--- src/rtl/reg_wbus_arbiter_pkg.sv ---
// rtl/reg_wbus_arbiter_pkg.sv - shared state encoding, owner width and one-hot decode helper
// Purpose: common definitions for the write-bus arbiter slice.
// Ports: none (package).
package reg_wbus_arbiter_pkg;

    localparam int OWNER_W = 3;

    typedef enum logic [1:0] {
        ST_IDLE  = 2'd0,
        ST_GRANT = 2'd1,
        ST_BLOCK = 2'd2,
        ST_GAP   = 2'd3
    } state_e;

    // Index of the highest set bit of a one-hot vector (up to 8 masters).
    function automatic logic [OWNER_W-1:0] onehot_to_idx(input logic [7:0] oh);
        logic [OWNER_W-1:0] idx;
        idx = '0;
        for (int i = 0; i < 8; i++) begin
            if (oh[i]) idx = OWNER_W'(i);
        end
        return idx;
    endfunction

endpackage

--- src/rtl/reg_wbus_arbiter_if.sv ---
// rtl/reg_wbus_arbiter_if.sv - per-master request/strobe/grant bundle
// Purpose: groups the N write masters' request, strobe, address and data lines plus the grant.
// Ports (signals): m_req, m_reg_wen, m_blk_wen, m_blk_wstart (N each), m_waddr (N*ADDR_W),
//   m_wdata (N*DATA_W), m_grant (N, driven by the arbiter).
// Modports: master (write-master side), slave (arbiter side).
interface reg_wbus_arbiter_if #(
    parameter int NUM_MASTERS = 3,
    parameter int ADDR_W      = 16,
    parameter int DATA_W      = 32
);
    logic [NUM_MASTERS-1:0]        m_req;
    logic [NUM_MASTERS-1:0]        m_reg_wen;
    logic [NUM_MASTERS-1:0]        m_blk_wen;
    logic [NUM_MASTERS-1:0]        m_blk_wstart;
    logic [NUM_MASTERS*ADDR_W-1:0] m_waddr;
    logic [NUM_MASTERS*DATA_W-1:0] m_wdata;
    logic [NUM_MASTERS-1:0]        m_grant;

    modport master (
        output m_req, m_reg_wen, m_blk_wen, m_blk_wstart, m_waddr, m_wdata,
        input  m_grant
    );

    modport slave (
        input  m_req, m_reg_wen, m_blk_wen, m_blk_wstart, m_waddr, m_wdata,
        output m_grant
    );
endinterface

--- src/rtl/reg_wbus_arbiter_prio_pick.sv ---
// rtl/reg_wbus_arbiter_prio_pick.sv - combinational rotating one-hot request picker
// Purpose: returns the first set request found searching upward from 'start', wrapping at N.
// Ports: req (N) request vector, start (OWNER_W) first index searched, pick (N) one-hot winner.
module wbus_prio_pick
    import reg_wbus_arbiter_pkg::*;
#(
    parameter int N = 3
) (
    input  logic [N-1:0]       req,
    input  logic [OWNER_W-1:0] start,
    output logic [N-1:0]       pick
);

    logic [2*N-1:0] req_dbl;
    logic [2*N-1:0] rot_dbl;
    logic [2*N-1:0] pick_dbl;
    logic [N-1:0]   rot_req;
    logic [N-1:0]   rot_pick;

    // Rotate so 'start' sits at bit 0, isolate the lowest set bit, rotate back.
    always_comb begin
        req_dbl  = {req, req};
        rot_dbl  = req_dbl >> start;
        rot_req  = rot_dbl[N-1:0];
        rot_pick = rot_req & (~rot_req + N'(1));
        pick_dbl = {rot_pick, rot_pick} << start;
        pick     = pick_dbl[2*N-1:N];
    end

endmodule

--- src/rtl/reg_wbus_arbiter.sv ---
// rtl/reg_wbus_arbiter.sv - N-master register write-bus arbiter with atomic block writes
// Purpose: grants one write master at a time, holds block writes atomic, muxes the owner onto
//   the shared write bus and keeps block-timeout / dropped-strobe diagnostics.
// Ports: sysclk, rst_n (async active-low); wif (slave modport: per-master req/strobes/addr/data,
//   grant out); reg_wen/blk_wen/blk_wstart/reg_waddr/reg_wdata arbitrated bus; owner, busy;
//   blk_timeout (sticky), drop_count (saturating); status_clr clears both.
// Config: WBUS_RR_EN selects round-robin arbitration; undefined gives fixed priority (index 0 first).
module reg_wbus_arbiter
    import reg_wbus_arbiter_pkg::*;
#(
    parameter int NUM_MASTERS = 3,
    parameter int ADDR_W      = 16,
    parameter int DATA_W      = 32,
    parameter int BLK_TIMEOUT = 4096
) (
    input  logic               sysclk,
    input  logic               rst_n,
    reg_wbus_arbiter_if.slave  wif,
    output logic               reg_wen,
    output logic               blk_wen,
    output logic               blk_wstart,
    output logic [ADDR_W-1:0]  reg_waddr,
    output logic [DATA_W-1:0]  reg_wdata,
    output logic [OWNER_W-1:0] owner,
    output logic               busy,
    output logic               blk_timeout,
    output logic [7:0]         drop_count,
    input  logic               status_clr
);

    localparam int N  = NUM_MASTERS;
    localparam int TW = $clog2(BLK_TIMEOUT);

    state_e             state_q, state_d;
    logic [N-1:0]       grant_q, grant_d;
    logic [OWNER_W-1:0] owner_q, owner_d;
    logic [TW-1:0]      cnt_q, cnt_d;
    logic               timeout_q, timeout_d;
    logic [7:0]         drop_q, drop_d;

    logic [N-1:0]       pick;
    logic [OWNER_W-1:0] pick_start;
    logic               own_req;
    logic [N-1:0]       strobes;
    logic [N-1:0]       foreign;

`ifdef WBUS_RR_EN
    logic [OWNER_W-1:0] last_q, last_d;
    assign pick_start = (last_q == OWNER_W'(N-1)) ? '0 : last_q + OWNER_W'(1);
`else
    assign pick_start = '0;
`endif

    wbus_prio_pick #(.N(N)) u_pick (
        .req   (wif.m_req),
        .start (pick_start),
        .pick  (pick)
    );

    // grant_q is all-zero whenever busy is low, so masking with it also gates by busy.
    always_comb begin
        own_req    = |(wif.m_req        & grant_q);
        reg_wen    = |(wif.m_reg_wen    & grant_q);
        blk_wen    = |(wif.m_blk_wen    & grant_q);
        blk_wstart = |(wif.m_blk_wstart & grant_q);
        reg_waddr  = '0;
        reg_wdata  = '0;
        for (int i = 0; i < N; i++) begin
            if (grant_q[i]) begin
                reg_waddr = wif.m_waddr[i*ADDR_W +: ADDR_W];
                reg_wdata = wif.m_wdata[i*DATA_W +: DATA_W];
            end
        end
    end

    always_comb begin
        state_d   = state_q;
        grant_d   = grant_q;
        owner_d   = owner_q;
        cnt_d     = cnt_q;
        timeout_d = timeout_q;
`ifdef WBUS_RR_EN
        last_d    = last_q;
`endif
        // A timeout in the same cycle as a clear still records (set overrides below).
        if (status_clr) timeout_d = 1'b0;

        unique case (state_q)
            ST_IDLE: begin
                if (|wif.m_req) begin
                    state_d = ST_GRANT;
                    grant_d = pick;
                    owner_d = onehot_to_idx(8'(pick));
`ifdef WBUS_RR_EN
                    last_d  = onehot_to_idx(8'(pick));
`endif
                end
            end
            ST_GRANT: begin
                // Start and end together is a zero-length block: stay in GRANT.
                if (blk_wstart && !blk_wen) begin
                    state_d = ST_BLOCK;
                    cnt_d   = '0;
                end else if (!own_req) begin
                    state_d = ST_GAP;
                    grant_d = '0;
                end
            end
            ST_BLOCK: begin
                if (blk_wen) begin
                    if (own_req) begin
                        state_d = ST_GRANT;
                    end else begin
                        state_d = ST_GAP;
                        grant_d = '0;
                    end
                end else if (blk_wstart) begin
                    cnt_d = '0;
                end else if (cnt_q == TW'(BLK_TIMEOUT-1)) begin
                    timeout_d = 1'b1;
                    state_d   = ST_GAP;
                    grant_d   = '0;
                end else begin
                    cnt_d = cnt_q + TW'(1);
                end
            end
            ST_GAP: begin
                state_d = ST_IDLE;
            end
            default: begin
                state_d = ST_IDLE;
                grant_d = '0;
            end
        endcase
    end

    // Any strobe from a master not holding the grant is a lost write.
    always_comb begin
        strobes = wif.m_reg_wen | wif.m_blk_wen | wif.m_blk_wstart;
        foreign = strobes & ~grant_q;
        drop_d  = drop_q;
        if (status_clr) begin
            drop_d = '0;
        end else if (|foreign && drop_q != 8'hFF) begin
            drop_d = drop_q + 8'd1;
        end
    end

    always_ff @(posedge sysclk or negedge rst_n) begin
        if (!rst_n) begin
            state_q   <= ST_IDLE;
            grant_q   <= '0;
            owner_q   <= '0;
            cnt_q     <= '0;
            timeout_q <= 1'b0;
            drop_q    <= '0;
`ifdef WBUS_RR_EN
            last_q    <= OWNER_W'(N-1);
`endif
        end else begin
            state_q   <= state_d;
            grant_q   <= grant_d;
            owner_q   <= owner_d;
            cnt_q     <= cnt_d;
            timeout_q <= timeout_d;
            drop_q    <= drop_d;
`ifdef WBUS_RR_EN
            last_q    <= last_d;
`endif
        end
    end

    assign wif.m_grant = grant_q;
    assign owner       = owner_q;
    assign busy        = |grant_q;
    assign blk_timeout = timeout_q;
    assign drop_count  = drop_q;

endmodule

--- src/flat_wrapper.sv ---
// flat-port wrapper written by rule: the top's interface ports become plain ports
module reg_wbus_arbiter_flat import reg_wbus_arbiter_pkg::*;
#(
    parameter int NUM_MASTERS = 3,
    parameter int ADDR_W      = 16,
    parameter int DATA_W      = 32,
    parameter int BLK_TIMEOUT = 4096
)
  (sysclk, rst_n, reg_wen, blk_wen, blk_wstart, reg_waddr, reg_wdata, owner, busy, blk_timeout, drop_count, status_clr, wif_m_req, wif_m_reg_wen, wif_m_blk_wen, wif_m_blk_wstart, wif_m_waddr, wif_m_wdata, wif_m_grant);
  reg_wbus_arbiter_if #(.NUM_MASTERS(NUM_MASTERS), .ADDR_W(ADDR_W), .DATA_W(DATA_W)) wif_i ();
  input  logic sysclk;
  input  logic rst_n;
  output logic reg_wen;
  output logic blk_wen;
  output logic blk_wstart;
  output logic [ADDR_W-1:0] reg_waddr;
  output logic [DATA_W-1:0] reg_wdata;
  output logic [OWNER_W-1:0] owner;
  output logic busy;
  output logic blk_timeout;
  output logic [7:0] drop_count;
  input  logic status_clr;
  input wire logic [$bits(wif_i.m_req)-1:0] wif_m_req;
  input wire logic [$bits(wif_i.m_reg_wen)-1:0] wif_m_reg_wen;
  input wire logic [$bits(wif_i.m_blk_wen)-1:0] wif_m_blk_wen;
  input wire logic [$bits(wif_i.m_blk_wstart)-1:0] wif_m_blk_wstart;
  input wire logic [$bits(wif_i.m_waddr)-1:0] wif_m_waddr;
  input wire logic [$bits(wif_i.m_wdata)-1:0] wif_m_wdata;
  output wire logic [$bits(wif_i.m_grant)-1:0] wif_m_grant;
  assign wif_i.m_req = wif_m_req;
  assign wif_i.m_reg_wen = wif_m_reg_wen;
  assign wif_i.m_blk_wen = wif_m_blk_wen;
  assign wif_i.m_blk_wstart = wif_m_blk_wstart;
  assign wif_i.m_waddr = wif_m_waddr;
  assign wif_i.m_wdata = wif_m_wdata;
  assign wif_m_grant = wif_i.m_grant;
  reg_wbus_arbiter #(.NUM_MASTERS(NUM_MASTERS), .ADDR_W(ADDR_W), .DATA_W(DATA_W), .BLK_TIMEOUT(BLK_TIMEOUT)) u_core (.sysclk(sysclk), .rst_n(rst_n), .wif(wif_i), .reg_wen(reg_wen), .blk_wen(blk_wen), .blk_wstart(blk_wstart), .reg_waddr(reg_waddr), .reg_wdata(reg_wdata), .owner(owner), .busy(busy), .blk_timeout(blk_timeout), .drop_count(drop_count), .status_clr(status_clr));
endmodule
--- config.mk ---
export PLATFORM = sky130hd
export DESIGN_NAME = reg_wbus_arbiter_flat
export DESIGN_NICKNAME = d
export VERILOG_FILES = /design/src/rtl/reg_wbus_arbiter_pkg.sv /design/src/rtl/reg_wbus_arbiter_if.sv /design/src/rtl/reg_wbus_arbiter_prio_pick.sv /design/src/rtl/reg_wbus_arbiter.sv /design/src/flat_wrapper.sv
export SDC_FILE = /design/constraint.sdc
export NUM_CORES = 1
export LEC_CHECK = 0
export CAP_MARGIN = 20
export CORE_AREA = 3 3 91 93
export DETAILED_ROUTE_END_ITERATION = 8
export DIE_AREA = 0 0 94 96
export GPL_TIMING_DRIVEN = 0
export PLACE_DENSITY = 0.95
export SYNTH_ARGS = -nofsm -noshare
export SYNTH_HDL_FRONTEND = slang
export SYNTH_HIERARCHICAL = 1
export SYNTH_SLANG_ARGS = --single-unit
export TNS_END_PERCENT = 1
--- constraint.sdc ---
create_clock -name sysclk -period 3.5 [get_ports sysclk]
set_clock_uncertainty 0.15 [all_clocks]
set_input_delay 0.525 -clock sysclk [delete_from_list [all_inputs] [get_ports sysclk]]
set_output_delay 0.525 -clock sysclk [all_outputs]
set_load 0.05 [all_outputs]
==> results of run 1 <==
==> routing by layer <==
metal,global-route usage,routed length (µm)
met5,0,23
met2,0.4613,6200
met4,0.06739,329
met3,0.1087,1900
met1,0.4210,5886
==> logic make-up after synthesis <==
logic type / share of synthesized area
compound gates: 0.3918
mux: 0.004263
fa+ha+maj: 0.02842
xor+xnor: 0.02321
flops: 0.2653
simple gates: 0.2260
buf+inv: 0.05969
other cells: 0.001420
==> worst max-delay path: stages <==
cell,delay (ns)
clkdlybuf4s50_1,0.46
a222oi_1,0.85
inv_1,0.23
clkdlybuf4s50_1,0.77
==> state kept, by name (all words and copies together), names as in the netlist <==
signal and cells:
u_core/cnt_q 12, u_core/drop_count 8, u_core/wif.m_grant 3, u_core/owner 2, u_core/state_q 2, u_core/blk_timeout 1
==> per-stage QoR <==
stage | instance area, µm² | cells
2_1_floorplan | 2705 | 380
3_3_place_gp | 5065 | 705
3_5_place_dp | 5080 | 706
4_1_cts | 5119 | 710
5_1_grt | 5145 | 710
6_report | 5147 | 711
==> Yosys cell counts, types with 2 or more instances <==
cell type and number:
o21ai_0 62, nand2_1 59, a22oi_1 46, dfrtp_1 28, clkbuf_1 22, nor2_1 18, nand3_1 11, inv_1 10
a21oi_1 8, o31ai_1 7, and3_1 6, ha_1 6, nor3_1 6, a222oi_1 5, xnor2_1 5, a22o_1 4
nand2b_1 4, and2_1 3, nand4_1 3, nor2b_1 3, o21a_1 3, o41ai_1 3, or3_1 3, a2bb2oi_1 2
buf_1 2, buf_4 2, nor4_1 2, o211ai_1 2, or4_1 2, xor2_1 2
==> power by group <==
group,total (W),switching [W],internal [W]
logic,0.00190,0.00127,0.000634
clock network,0.000252,0.0000992,0.000153
registers,0.000407,0.0000410,0.000366
==> worst min path at each step <==
stage	start	endpoint	slack, ns	cells past startpoint
after floorplan	rst_n	u_core/blk_timeout	0.08	0
after global placement	u_core/cnt_q[10]	u_core/cnt_q[10]	0.32	1
after detailed placement	u_core/cnt_q[10]	u_core/cnt_q[10]	0.33	1
after CTS	u_core/cnt_q[10]	u_core/cnt_q[10]	0.35	1
after global routing	u_core/cnt_q[10]	u_core/cnt_q[10]	0.39	1
final	u_core/cnt_q[10]	u_core/cnt_q[10]	0.35	1
==> final cells by class <==
type,count,share of cell area
plain buffers,27,0.02309
clock inverters,1,0.005834
flip-flops and latches,28,0.1361
multi-input cells,314,0.3593
clock buffers,3,0.008021
inverters,11,0.008021
well taps,102,0.02479
diodes,1,0.0004861
repair buffers,224,0.4344
==> timing repair <==
action | CTS | global route
endpoints found under the setup margin | 41 | 16
hold endpoints to repair | 0 | 0
gates cloned | 0 | 0
gates resized for setup | 33 | 13
==> run metrics, run 1 <==
Critical Path Sink blk_wen; Syn. warnings 6; multi-input logic area between 1500 and 2000 µm²; Starting Density 0.3472; antenna violations before repair 2; cts bufs inserted 3; Final Setup Violations 2; # fillers 612; CTS root buffer clkbuf_8; violated checks negative setup slack; WL/cell ~20 µm; core area between 7000 and 8000 µm²; crit path launch wif_m_blk_wen[0]; Core Util, Final 0.6766; Synth cell types 54; Placer Congestion slightly below 0.9; Die Y about 96 µm; Slew @ Worst Pin around 0.97 ns; # rows 32; IO Count 226; commonest non-fill, non-tap cells in the layout clkdlybuf4s50_1, o21ai_0, nand2_1; R2R Setup Slk around 0.81 ns; die area around 9000 µm²; register area between 700 and 800 µm²; area leader, netlist dfrtp_1; DR vias/cell 5.626; most common cell after layout, fill and taps aside clkdlybuf4s50_1; Post-synth ARST share 1.000; I/O Buffers around 220; Gate Count Post-Synth between 300 and 400; first-pass GRT wire length 21190 µm; Post-synth EDFFs 0; Setup TNS -0.02969 ns; ANT nets after route 0; crit share post-route 1.004; Post-CTS Hold Fix Bufs 0; pwr/cell area roughly 500 nW/µm²; RSZ-0062 raised after global routing yes; DRC errors left 0; Syn Area/Cell approximately 7.3 µm²; Crit path arrival time ~2.8 ns; status finished with violations; register bit total from synthesis 28; Hold WC Path Type flop to flop; RR Endpoint u_core/cnt_q[3]; Via Count 4000; Initial DRT Pass Iterations 5; GR Overflow Total 0; Pleak approximately 2.2 nW; Max Slew Vio Count 0; Nets a little under 800; Pwr Total 0.002562 W; Max-cap violations 0; Clock Latency Late Sink ~0.27 ns; Setup crit start kind input pin; Final HPWL DP about 12000 µm; Yosys top cell area share 0.2653; routed wire length about 14000 µm; vias in the first global route around 3900; worst slack at placement -0.06114 ns; Post-CTS Setup Bufs 0; largest net degree at the start of global routing 18; setup ws final -0.01543 ns; Synth area leaders dfrtp_1, a22oi_1, o21ai_0; sequential area share after synthesis 0.2653; fmax 284.5 MHz; hold slack approximately 0.35 ns; r2r startpoint u_core/wif.m_grant[0]; ys flop type dfrtp_1; worst path required time around 2.8 ns; Max clock buf depth 2; layout cells sized above 1 0.03289; Slew Limit Headroom 0.3533; Layout area overhead 94.88%; CTS clk-pin slew, worst paths about 0.090 ns; min cycle time layout ~3.5 ns; Critical Path Fanout Max 7; Fin. Hold Viols 0; Crit Path Category input pin to output port; CTS Sinks 28; mapped cell area 2641 µm²; TritonCTS clock tree done; total global routing track utilization 0.3060; Die W around 94 µm; Reg2Reg Depth 7; Max IR drop VDD 0.2474 mV; CTS HTree Levels 1; initial DRC count ~330; Worst Setup End Kind output port
(Power assumes the default switching activity.)
==> run 2, diff against run 1 <==
--- a/config.mk
+++ b/config.mk
@@ -11,6 +11,7 @@
 export DIE_AREA = 0 0 94 96
 export GPL_TIMING_DRIVEN = 0
 export PLACE_DENSITY = 0.95
+export RECOVER_POWER = 50
 export SYNTH_ARGS = -nofsm -noshare
 export SYNTH_HDL_FRONTEND = slang
 export SYNTH_HIERARCHICAL = 1
==> run 2 against run 1 <==
  * The run still ends with negative setup slack left
  * Via count grew 0.10%
  * Routed wire length grew 0.33%
  * Utilization decreased by 0.20 points
  * Final cell count stayed put
  * Maximum frequency about the same
  * Critical path depth grew 3
  * Clock power about the same
  * Global-route usage stayed put
  * Flip-flop and latch count unchanged
  * Highest routed layer unchanged
  * Largest power group unchanged
  * Setup slack about the same
  * Sequential power barely moved
==> run metrics, run 2 (synthesis results as in run 1) <==
CTS clk-pin slew, worst paths 0.10 ns (was 0.09 ns); commonest non-fill, non-tap cells in the layout clkdlybuf4s50_1, o21ai_0, nand2_1 (unchanged); vias in the first global route 3896 (unchanged); largest net degree at the start of global routing 18 (unchanged); Nets 774 (unchanged); I/O Buffers 223 (unchanged); Final HPWL DP 12220 µm (unchanged); antenna violations before repair 2 (unchanged); Pleak 2.228 nW (was 2.193 nW); GR Overflow Total 0 (unchanged); Slew @ Worst Pin 0.9499 ns (was 0.9700 ns); Post-CTS Setup Bufs 0 (unchanged); Hold WC Path Type flop to flop (unchanged); min cycle time layout 3.515 ns (about the same); worst path required time 2.82 ns (about the same); Starting Density 0.3472 (unchanged); core area 7607 µm² (unchanged); Setup crit start kind flop (was input pin); Max Slew Vio Count 0 (unchanged); Post-CTS Hold Fix Bufs 0 (unchanged); Slew Limit Headroom 0.3667 (was 0.3533); Largest register FFs 12 (unchanged); Most flops, register u_core/cnt_q (unchanged); Setup TNS -0.01508 ns (was -0.02969 ns); DRC errors left 0 (unchanged); TritonCTS clock tree done (unchanged); IO Count 226 (unchanged); status finished with violations (unchanged); CTS root buffer clkbuf_8 (unchanged); violated checks negative setup slack (unchanged); RSZ-0062 raised after global routing yes (unchanged); placement-stage cell area 5080 µm² (unchanged); setup ws final -0.01508 ns (was -0.01543 ns); total global routing track utilization 0.3060 (unchanged); Layout area overhead 94.32% (was 94.88%); Initial DRT Pass Iterations 5 (unchanged); most common cell after layout, fill and taps aside clkdlybuf4s50_1 (unchanged); pwr/cell area 496.3 nW/µm² (was 497.6 nW/µm²); WL/cell 20.24 µm (was 20.17 µm); Crit path arrival time 2.84 ns (about the same); DR vias/cell 5.632 (was 5.626); fmax 284.5 MHz (about the same); CTS HTree Levels 1 (unchanged); initial DRC count 329 (was 334); Critical Path Fanout Max 10 (was 7); Placer Congestion 0.8910 (unchanged); layout cells sized above 1 0.02961 (was 0.03289); crit share post-route 1.004 (about the same); Crit Path Category flop to output port (was input pin to output port); Die W 94 µm (unchanged); # rows 32 (unchanged); Max-cap violations 0 (unchanged); final instance area 5132 µm² (was 5147 µm²); Clock Latency Late Sink 0.28 ns (was 0.27 ns); Via Count 4004 (was 4000); routed wire length 14390 µm (was 14340 µm); Final Setup Violations 1 (was 2); Worst Setup End Kind output port (unchanged); Max IR drop VDD 0.2473 mV (was 0.2474 mV); Max clock buf depth 2 (unchanged); ANT nets after route 0 (unchanged); Die Y 96 µm (unchanged); cts bufs inserted 3 (unchanged); die area 9024 µm² (unchanged); Fin. Hold Viols 0 (unchanged); first-pass GRT wire length 21190 µm (unchanged); Pwr Total 0.002547 W (was 0.002562 W); CTS Sinks 28 (unchanged)
## run 2: routing by layer
layer,global-route usage,wire length (µm),share of wire
met1,0.4210,5927,0.41
met2,0.4613,6236,0.43
met4,0.06739,328,0.023
met5,0,23,0.0016
met3,0.1087,1873,0.13
## run 2: what timing repair did
action / 4_1_cts / 5_1_grt
endpoints found under the setup margin: 41 / 16
hold endpoints to repair: 0 / 0
gates resized for setup: 33 / 13
## run 2: metrics by stage
stage,cells,util,setup slack [ns],hold slack (ns)
floorplan,380,-,0.06645,0.07941
global placement,705,0.6658,-0.05453,0.3178
detailed placement,706,0.6678,-0.06114,0.3332
CTS,710,0.6729,0.007343,0.3518
global route,710,0.6743,-0.1756,0.3942
finish,711,0.6747,-0.01508,0.3515
## run 2: path summary, 6_finish.rpt
check	startpoint	end	slack [ns]	cells past startpoint
max in group asynchronous	rst_n	u_core/cnt_q[3]	1.60	2
min reg2reg	u_core/cnt_q[10]	u_core/cnt_q[10]	0.35	1
min	u_core/cnt_q[10]	u_core/cnt_q[10]	0.35	1
min in group asynchronous	rst_n	u_core/drop_count[0]	0.60	1
max	u_core/wif.m_grant[0]	reg_waddr[6]	-0.02	7
max reg2reg	u_core/wif.m_grant[0]	u_core/cnt_q[10]	0.54	7
## run 2: power by group
group          total, W  switching (W)  internal, W
combinational   0.00189        0.00127     0.000620
sequential     0.000407      0.0000410     0.000366
clock          0.000253      0.0000999     0.000153
total           0.00255        0.00141      0.00114
## run 2: final cells by class
cell class,instances,area [µm²]
fill,616,2475
timing repair buffer,224,2225
buffer,27,118.9
multi-input combinational,314,1846
sequential,28,700.7
antenna,1,2.502
clock inverter,1,30.03
tap,102,127.6
clock buffer,3,41.29
inverter,11,41.29
## run 2: critical path, stage by stage (launching register included)
cell and delay (ns):
dfrtp_1 0.35, buf_4 0.17, inv_1 0.09, nor2_2 0.42, clkbuf_1 0.43, a22oi_1 0.12
o21ai_0 0.17, clkdlybuf4s50_1 0.82
